--- config.mk ---
export PLATFORM = sky130hd
export DESIGN_NAME = dg_pkt_ctrl
export DESIGN_NICKNAME = d
export VERILOG_FILES = /design/src/rtl/dg_pkt_ctrl.sv
export SDC_FILE = /design/constraint.sdc
export NUM_CORES = 1
export LEC_CHECK = 0
export CELL_PAD_IN_SITES_DETAIL_PLACEMENT = 0
export CELL_PAD_IN_SITES_GLOBAL_PLACEMENT = 1
export CORE_ASPECT_RATIO = 1.4
export CORE_MARGIN = 2
export CORE_UTILIZATION = 35
export CTS_BUF_LIST = sky130_fd_sc_hd__clkbuf_2
export DETAILED_ROUTE_END_ITERATION = 8
export GPL_TIMING_DRIVEN = 0
export PLACE_DENSITY = 0.86
export SLEW_MARGIN = 5
export SYNTH_ARGS = -nofsm -noshare
export SYNTH_HDL_FRONTEND = slang
export SYNTH_SLANG_ARGS = --single-unit
--- constraint.sdc ---
create_clock -name clk -period 3.8 [get_ports clk]
set_clock_uncertainty 0.2 [all_clocks]
set_input_delay 1.14 -clock clk [delete_from_list [all_inputs] [get_ports clk]]
set_output_delay 1.14 -clock clk [all_outputs]
set_load 0.02 [all_outputs]
--- src/rtl/dg_pkt_ctrl.sv ---
// Descriptor-driven packet generator: fetches descriptors from RAM and emits beats.
// Optional DG_LOOP_EN: list end / address wrap restarts at address 0 instead of stopping.
module dg_pkt_ctrl #(
  parameter int unsigned DATA_WIDTH = 32,
  parameter int unsigned ADDR_WIDTH = 10
) (
  input  logic                  clk,
  input  logic                  rst,
  input  logic                  i_start,
  output logic                  o_ram_en,
  output logic                  o_ram_we,
  output logic [ADDR_WIDTH-1:0] o_ram_addr,
  input  logic [DATA_WIDTH-1:0] i_ram_data,
  output logic                  o_valid,
  input  logic                  i_ready,
  output logic                  o_sop,
  output logic                  o_eop,
  output logic [3:0]            o_da,
  output logic [2:0]            o_prior,
  output logic [9:0]            o_len,
  output logic [DATA_WIDTH-1:0] o_data,
  output logic                  o_busy,
  output logic                  o_done,
  output logic [15:0]           o_pkt_cnt
);

  localparam int unsigned LEN_W = 10;
  localparam int unsigned CNT_W = 16;
  localparam int unsigned HI_W  = DATA_WIDTH - 16;

  typedef enum logic [2:0] {
    S_IDLE    = 3'd0,
    S_RD_REQ  = 3'd1,
    S_RD_WAIT = 3'd2,
    S_GAP     = 3'd3,
    S_SEND    = 3'd4,
    S_DONE    = 3'd5
  } state_t;

  state_t                 state_q, state_d;
  logic [ADDR_WIDTH-1:0]  addr_q, addr_d;
  logic [CNT_W-1:0]       pkt_cnt_q, pkt_cnt_d;
  logic [LEN_W-1:0]       beat_q, beat_d;
  logic [LEN_W-1:0]       gap_q, gap_d;
  logic [3:0]             da_q, da_d;
  logic [2:0]             prior_q, prior_d;
  logic [LEN_W-1:0]       len_q, len_d;
  logic [LEN_W-1:0]       wait_q, wait_d;

  logic                   ram_en_q, ram_en_d;
  logic                   valid_q, valid_d;
  logic                   sop_q, sop_d;
  logic                   eop_q, eop_d;
  logic [DATA_WIDTH-1:0]  data_q, data_d;
  logic                   busy_q, busy_d;
  logic                   done_q, done_d;

  logic [LEN_W-1:0]       desc_len;
  logic [LEN_W-1:0]       desc_wait;
  logic                   unused_ram_bits;

  assign desc_len        = i_ram_data[16:7];
  assign desc_wait       = i_ram_data[26:17];
  assign unused_ram_bits = ^i_ram_data;

  // State register
  always_ff @(posedge clk) begin
    if (rst) state_q <= S_IDLE;
    else     state_q <= state_d;
  end

  // Next-state and datapath update
  always_comb begin
    state_d   = state_q;
    addr_d    = addr_q;
    pkt_cnt_d = pkt_cnt_q;
    beat_d    = beat_q;
    gap_d     = gap_q;
    da_d      = da_q;
    prior_d   = prior_q;
    len_d     = len_q;
    wait_d    = wait_q;
    unique case (state_q)
      S_IDLE, S_DONE: begin
        if (i_start) begin
          state_d   = S_RD_REQ;
          addr_d    = '0;
          pkt_cnt_d = '0;
        end
      end
      S_RD_REQ: state_d = S_RD_WAIT;
      S_RD_WAIT: begin
        da_d    = i_ram_data[3:0];
        prior_d = i_ram_data[6:4];
        len_d   = desc_len;
        wait_d  = desc_wait;
        beat_d  = '0;
        gap_d   = '0;
        if (desc_len == '0) begin
`ifdef DG_LOOP_EN
          state_d = S_RD_REQ;
          addr_d  = '0;
`else
          state_d = S_DONE;
`endif
        end else if (desc_wait == '0) begin
          state_d = S_SEND;
        end else begin
          state_d = S_GAP;
        end
      end
      S_GAP: begin
        if (gap_q == wait_q - LEN_W'(1)) state_d = S_SEND;
        else                             gap_d   = gap_q + LEN_W'(1);
      end
      S_SEND: begin
        // o_valid is always high here, so i_ready alone completes a beat
        if (i_ready) begin
          if (beat_q == len_q - LEN_W'(1)) begin
            pkt_cnt_d = (pkt_cnt_q == '1) ? pkt_cnt_q : pkt_cnt_q + CNT_W'(1);
            state_d   = S_RD_REQ;
            addr_d    = addr_q + ADDR_WIDTH'(1);
`ifndef DG_LOOP_EN
            if (&addr_q) begin
              state_d = S_DONE;
              addr_d  = addr_q;
            end
`endif
          end else begin
            beat_d = beat_q + LEN_W'(1);
          end
        end
      end
      default: state_d = S_IDLE;
    endcase
  end

  // Output values for the coming cycle, derived from the next state
  always_comb begin
    ram_en_d = (state_d == S_RD_REQ);
    busy_d   = (state_d inside {S_RD_REQ, S_RD_WAIT, S_GAP, S_SEND});
    done_d   = (state_d == S_DONE);
    valid_d  = (state_d == S_SEND);
    sop_d    = valid_d && (beat_d == '0);
    eop_d    = valid_d && (beat_d == len_d - LEN_W'(1));
    data_d   = '0;
    if (valid_d) data_d = {HI_W'(addr_d), 16'(beat_d)};
  end

  // Datapath and output registers
  always_ff @(posedge clk) begin
    if (rst) begin
      addr_q    <= '0;
      pkt_cnt_q <= '0;
      beat_q    <= '0;
      gap_q     <= '0;
      da_q      <= '0;
      prior_q   <= '0;
      len_q     <= '0;
      wait_q    <= '0;
      ram_en_q  <= 1'b0;
      valid_q   <= 1'b0;
      sop_q     <= 1'b0;
      eop_q     <= 1'b0;
      data_q    <= '0;
      busy_q    <= 1'b0;
      done_q    <= 1'b0;
    end else begin
      addr_q    <= addr_d;
      pkt_cnt_q <= pkt_cnt_d;
      beat_q    <= beat_d;
      gap_q     <= gap_d;
      da_q      <= da_d;
      prior_q   <= prior_d;
      len_q     <= len_d;
      wait_q    <= wait_d;
      ram_en_q  <= ram_en_d;
      valid_q   <= valid_d;
      sop_q     <= sop_d;
      eop_q     <= eop_d;
      data_q    <= data_d;
      busy_q    <= busy_d;
      done_q    <= done_d;
    end
  end

  assign o_ram_en   = ram_en_q;
  assign o_ram_we   = 1'b0;
  assign o_ram_addr = addr_q;
  assign o_valid    = valid_q;
  assign o_sop      = sop_q;
  assign o_eop      = eop_q;
  assign o_da       = da_q;
  assign o_prior    = prior_q;
  assign o_len      = len_q;
  assign o_data     = data_q;
  assign o_busy     = busy_q;
  assign o_done     = done_q;
  assign o_pkt_cnt  = pkt_cnt_q;

endmodule

Yosys cells after proc, flatten, opt, wreduce, memory -nomap -nowiden
Index checks and enable logic that the tools add are counted.
{"block": "totals", "reg_bits": 114, "in_bits": 36, "out_inout_bits": 82, "wordCells": 82}
{"block": "op_classes", "add_sub_neg": 7, "eq_ne": 19, "n_mux": 24, "bitwise": 1, "n_reduce_logical": 14}
{"operator": "2-to-1 mux 10 bit", "count": 8}
{"operator": "2-to-1 mux 16 bit", "count": 4}
{"operator": "case mux 10 bit (2 select lines)", "count": 3}
{"operator": "case mux 16 bit (2 select lines)", "count": 1}
{"operator": "adder 10 x 1 -> 10 bit, second input constant", "count": 3}
{"operator": "== test 10 bit", "count": 3}
{"operator": "zero test 10 bit", "count": 3}
{"operator": "subtractor 10 x 1 -> 10 bit, second input constant", "count": 3}
{"operator": "2-to-1 mux 3 bit", "count": 7}
{"operator": "adder 16 x 1 -> 16 bit, second input constant", "count": 1}
{"operator": "== test 16 bit, second input constant", "count": 1}
{"operator": "case mux 3 bit (5 select lines)", "count": 1}
{"operator": "== test 3 x 2 -> 1 bit, second input constant", "count": 4}
{"operator": "== test 3 bit, second input constant", "count": 4}
{"operator": "inequality test 2 bit, second input constant", "count": 5}
{"operator": "AND reduction 10 bit", "count": 1}
{"operator": "== test 3 x 1 -> 1 bit, second input constant", "count": 2}
{"operator": "AND reduction 5 bit", "count": 1}
{"operator": "nonzero test 2 bit", "count": 2}
{"operator": "nonzero test 4 bit", "count": 1}
{"operator": "OR reduction 2 bit", "count": 2}
{"operator": "zero test 3 bit", "count": 1}
{"operator": "logical AND 1 bit", "count": 2}
{"operator": "AND reduction 2 bit", "count": 1}
{"operator": "NOT 1 bit", "count": 1}

Longest topological paths before layout
{"block": "depth", "depth_word": 8, "ltp_mapped": 15, "depth_no_buf": 13}

Least setup slack after synthesis
OpenSTA, ideal clock, no wires.
{"block": "synth_path", "path_type": "reg2reg", "start": "reg state_q[0]", "end": "reg eop_q, in the netlist o_eop", "setup_time_ns": 0.088, "arrival_time_ns": 3.141, "t_required_ns": 3.512, "path_slack_ns": 0.371, "stages_incl_launch_ff": 14, "period_less_slack_ns": 3.429, "cell_sequence": "dfxtp_1 clkbuf_1 nor3b_1 clkbuf_1 nor2_1 a21oi_1 ha_1 nand4_1 mux2i_1 nor2_1 mux2i_1 o31ai_1 mux2_2 nor4_2"}
{"block": "synth_between", "elab_chain_cells": 5}
{"element": "start, declared", "line": "40", "text": "state_t state_q, state_d;"}
{"element": "start signal, assigned", "line": "69", "text": "else state_q <= state_d;"}
{"element": "== test 3 x 2 -> 1 bit, or another cell as far along", "line": "83", "text": "unique case (state_q)"}
{"element": "2-to-1 mux 10 bit, or another cell as far along", "line": "83"}
{"element": "subtractor 10 x 1 -> 10 bit or case mux 3 bit (5 select lines) (tied branches)", "line": "145, 83"}
{"element": "== test 10 bit or == test 3 bit (tied branches)", "line": "145, 143"}
{"element": "logical AND 1 bit (*)", "line": "145", "text": "eop_d = valid_d && (beat_d == len_d - LEN_W'(1));"}
{"element": "end signal, assigned", "line": "180", "text": "eop_q <= eop_d;"}
{"element": "end, declared", "line": "53", "text": "logic eop_q, eop_d;"}
Every way passes the cells marked *; elsewhere a longest branch is shown, timed or not.
A chain may end at the register's enable or synchronous reset.

Worst setup path after layout
{"block": "layout_path", "start": "reg len_q[6], in the netlist o_len[6]", "end": "reg eop_q, in the netlist o_eop"}
{"block": "layout_between", "elab_chain_cells": 7}
{"element": "start, declared", "line": "47", "text": "logic [LEN_W-1:0] len_q, len_d;"}
{"element": "start signal, assigned", "line": "175", "text": "len_q <= len_d;"}
{"element": "subtractor 10 x 1 -> 10 bit", "line": "119", "text": "if (beat_q == len_q - LEN_W'(1)) begin"}
{"element": "== test 10 bit", "line": "119"}
{"element": "2-to-1 mux 10 bit or 2-to-1 mux 3 bit (tied branches)", "line": "119"}
{"element": "2-to-1 mux 10 bit or 2-to-1 mux 3 bit (tied branches)", "line": "118", "text": "if (i_ready) begin"}
{"element": "case mux 10 bit (2 select lines) or case mux 3 bit (5 select lines) (tied branches)", "line": "83"}
{"element": "== test 10 bit or == test 3 bit (tied branches)", "line": "145, 143"}
{"element": "logical AND 1 bit (*)", "line": "145"}
Marked as above.

==> metrics.log <==
INFO  metric largest_net_degree_at_the_start_of_global_routing = 17
INFO  metric most_used_cells_in_the_layout_excluding_fill_and_tap_cells = sky130_fd_sc_hd__clkdlybuf4s50_1 (98), sky130_fd_sc_hd__dfxtp_1 (96), sky130_fd_sc_hd__nor2_1 (93)
INFO  metric ios = 118
INFO  metric dr_total_vias = 5,253
INFO  metric count_of_nets_left_with_antenna_violations_after_detail_routing = 0
INFO  metric synth-simple-area-share = just under 30%
INFO  metric worst-r2r-setup-slack = 0.13 ns
INFO  metric grt_most_used_layer = met2
INFO  metric hold-worst-slack = 0.270 ns
INFO  metric instances_no_fill = 1,027
INFO  metric chipWidth = 110 um
INFO  metric tritoncts = yes
INFO  metric drt_first_iter_violations = between 150 and 200
INFO  metric fin_total_pwr = about 2.3 mW
INFO  metric setup_tns = 0 ns
INFO  metric yosysSeqAreaShare = 36.9%
INFO  metric grt.overflow.total = 0
INFO  metric filler_cell_count = 1,625
INFO  metric run_status = finished, final reports clean
INFO  metric synth_adder_area_share = 1.77%
INFO  metric route.detailed.drc = 0
INFO  metric synthXorXnorAreaFrac = 8.08%
INFO  metric area_used_by_multi_input_combinational_logic = 3280 um^2
INFO  metric max_freq = 0.273 GHz
INFO  metric start_util = 35.6%
INFO  metric hold-path-endpoint = o_prior[0]$_SDFFE_PP0P_
INFO  metric setup_failing_eps_final = 0
INFO  metric hold_class = reg2reg
INFO  metric clock-sinks = 102
INFO  metric die-area = 16,800 um^2
INFO  metric port_buffers = 98
INFO  metric worst-endpoint-arrival = 4.00 ns
INFO  metric maximum_clock_path_buffer_count = 2
INFO  metric core-area = 15,500 um^2
INFO  metric initial_antenna_violation_count = 1
INFO  metric crit-reg2reg-launch = o_len[6]$_SDFF_PP0_
INFO  metric drt_first_pass_iters = 5
INFO  metric ys_seq_elements = 102
INFO  metric start_kind = flip-flop
INFO  metric r2r-end = o_eop$_SDFF_PP0_
INFO  metric post-route-period-util = 96.6%
INFO  metric post_synth.cell_area_avg = between 7 and 8 um^2
INFO  metric ctsHoldBuffers = 0
INFO  metric wire_per_inst = ~15 um
INFO  metric numPlacedInstances = 1,003
INFO  metric cell_depth_of_the_worst_flop_to_flop_path = 9
INFO  metric average_via_count_per_standard_cell = approximately 5.1
INFO  metric worstSetupEndpointType = flip-flop
INFO  metric timing.setup.critical_path_class = reg2reg
INFO  metric vias_in_the_first_global_route = 4,927
INFO  metric synth_top_family_by_area = simple AND/OR/NAND/NOR gates
INFO  metric complex_gate_fraction_of_the_synthesized_area = 12.4%
INFO  metric regArea = 2060 um^2
INFO  metric timing.hold.worst_path_depth = 2
INFO  metric htreeDepth = 3
INFO  metric numCtsBuffers = 9
INFO  metric multiplexer_share_of_the_synthesized_area = 5.52%
INFO  metric rsz0062_at_grt = true
INFO  metric fraction_of_final_layout_cells_sized_beyond_drive_strength_1 = 9.64%
INFO  metric die_h = 153 um
INFO  metric place_congestion = 0.878
INFO  metric path_max_fanout = 10
INFO  metric number_of_synthesized_flops_with_an_enable_pin = 0
INFO  metric groute.layer.met1.usage = 21.7%
INFO  metric dp.final_hpwl = 11.7 mm
INFO  metric synth-async-reset-ratio = 0%
INFO  metric placement_rows = 54
INFO  metric shortest_clock_period_the_worst_path_allows_after_layout = 3.67 ns
INFO  metric cts.clk_slew.worst_paths = 0.28 ns
INFO  metric irDropWorstVdd = approximately 0.15 mV
INFO  metric utilization = 45.5%
INFO  metric grt_use_met2 = 32.2%
INFO  metric fin_nets = 868
INFO  metric clkLatencyLatePin = just under 0.6 ns
INFO  metric ys_dominant_reg_cell = sky130_fd_sc_hd__dfxtp_1
INFO  metric grt_pass1_wl = 24.3 mm
INFO  metric power.leakage = roughly 2.6 nW
INFO  metric tightest_slew = 0.686 ns
INFO  metric maximum_capacitance_violations = 0
INFO  metric post-route-cell-area = 7070 um^2
INFO  metric dpl_worst_slack = -0.424 ns
INFO  metric clockRootBuffer = sky130_fd_sc_hd__clkbuf_2
INFO  metric gr-usage-all-layers = 18.5%
INFO  metric synth.cell_area = 5530 um^2
INFO  metric dpl_cell_area = 6800 um^2
INFO  metric worst_slew_margin_rel = a little over half
INFO  metric area_growth_syn_to_fin = 27.8%
INFO  metric power.density = 325 nW/um^2
INFO  metric timing.critical_path.required = 4.13 ns
INFO  metric synthesis.yosys.warnings = 0
INFO  metric maxSlewViolCount = 0
INFO  metric syn_inst = 697
INFO  metric route.final.wire_length = 15.4 mm
INFO  metric gr-usage-met3 = 3.34%
INFO  metric synth.lib_cells_used.distinct = 63
INFO  metric finalWorstSetupSlack = 0.131 ns
INFO  metric final_common_cell = sky130_fd_sc_hd__clkdlybuf4s50_1
INFO  metric hold_sp = o_prior[0]$_SDFFE_PP0P_
INFO  metric final-hold-violation-count = 0
==> registers in the layout (all words and copies together), names as in the netlist <==
name        cells
o_data         20
o_done          1
o_valid         1
o_da            4
state_q         3
o_ram_addr     10
beat_q         10
o_pkt_cnt      16
o_sop           1
o_busy          1
o_len          10
o_ram_en        1
gap_q          10
o_eop           1
o_prior         3
wait_q         10
==> report_power, final <==
| group | internal [mW] | leakage [nW] | switching (mW) |
|---|---|---|---|
| clock network | 0.226 | 0.0865 | 0.374 |
| registers | 1.10 | 0.828 | 0.0287 |
| logic | 0.246 | 1.69 | 0.319 |
==> per-layer routing <==
metal  part of all wire [%]  up-vias
met5                      0        -
met4                    3.5        0
met3                    4.0       34
met2                     51      132
met1                     42     2421
li1                       -     2666
==> logic make-up (layout without fill, tap and decap cells) <==
family                     count (synthesis)  in the layout
other                                      1             14
AOI/OAI and AO/OA                        111            111
muxes                                     29             29
buffers and inverters                     65            186
and+or+nand+nor                          330            330
adders and majority gates                  8              8
DFF                                      102            102
xor gates and xnor gates                  51             51
==> worst max-delay path by stage <==
stage                                      start                to  slack [ns]  depth (start not counted)
after detailed placement   state_q[0]$_SDFF_PP0_  o_eop$_SDFF_PP0_       -0.42                         13
after global routing      wait_q[2]$_SDFFE_PP0P_  o_eop$_SDFF_PP0_       -0.01                         14
final                        o_len[6]$_SDFF_PP0_  o_eop$_SDFF_PP0_        0.13                          9
after CTS                  state_q[0]$_SDFF_PP0_  o_eop$_SDFF_PP0_       0.001                         13
after floorplan            state_q[0]$_SDFF_PP0_  o_eop$_SDFF_PP0_        0.37                         13
after global placement     state_q[0]$_SDFF_PP0_  o_eop$_SDFF_PP0_       -0.47                         13
==> synth_stat cells (all sizes together) (9+ instances only) <==
cell type | n | area [um^2]
buf | 16 | 119
nor2 | 94 | 353
nor3 | 25 | 125
and2 | 9 | 56.3
nand2b | 9 | 63.8
xnor2 | 30 | 263
nand3 | 25 | 125
inv | 19 | 71.3
nand4 | 16 | 106
mux2 | 12 | 135
nand2 | 82 | 308
o21ai | 22 | 110
clkbuf | 29 | 109
a21oi | 46 | 230
mux2i | 17 | 170
xor2 | 21 | 184
dfxtp | 102 | 2040
nor4 | 14 | 93.8
and3 | 13 | 81.3
==> critical path, cell delays in order (launching register included) <==
cell                        delay, ns
sky130_fd_sc_hd__dfxtp_1         0.48
sky130_fd_sc_hd__or2_2           0.33
sky130_fd_sc_hd__o31a_1          0.28
sky130_fd_sc_hd__o2111ai_1       0.39
sky130_fd_sc_hd__a211oi_1        0.17
sky130_fd_sc_hd__a21oi_1         0.41
sky130_fd_sc_hd__mux2_2          0.43
sky130_fd_sc_hd__or3_1           0.38
sky130_fd_sc_hd__mux2_2          0.28
sky130_fd_sc_hd__nor4_2          0.28
==> area by class of cell <==
type / instances / share of cell area, %
diodes: 1 / 0.0354
plain buffers: 44 / 3.21
clock buffers: 11 / 0.779
clock inverters: 5 / 1.17
inverters: 20 / 1.13
multi-input cells: 542 / 46.4
flip-flops and latches: 102 / 29.1
well taps: 196 / 3.47
repair buffers: 106 / 14.7
==> repair_timing <==
action | in CTS | in global routing
cloned | 0 | 0
pin swaps | 1 | 6
hold endpoints to repair | 0 | 0
setup buffers | 1 | 7
endpoints found under the setup margin | 13 | 15
resized for setup | 9 | 15
(Power assumes the default switching activity.)
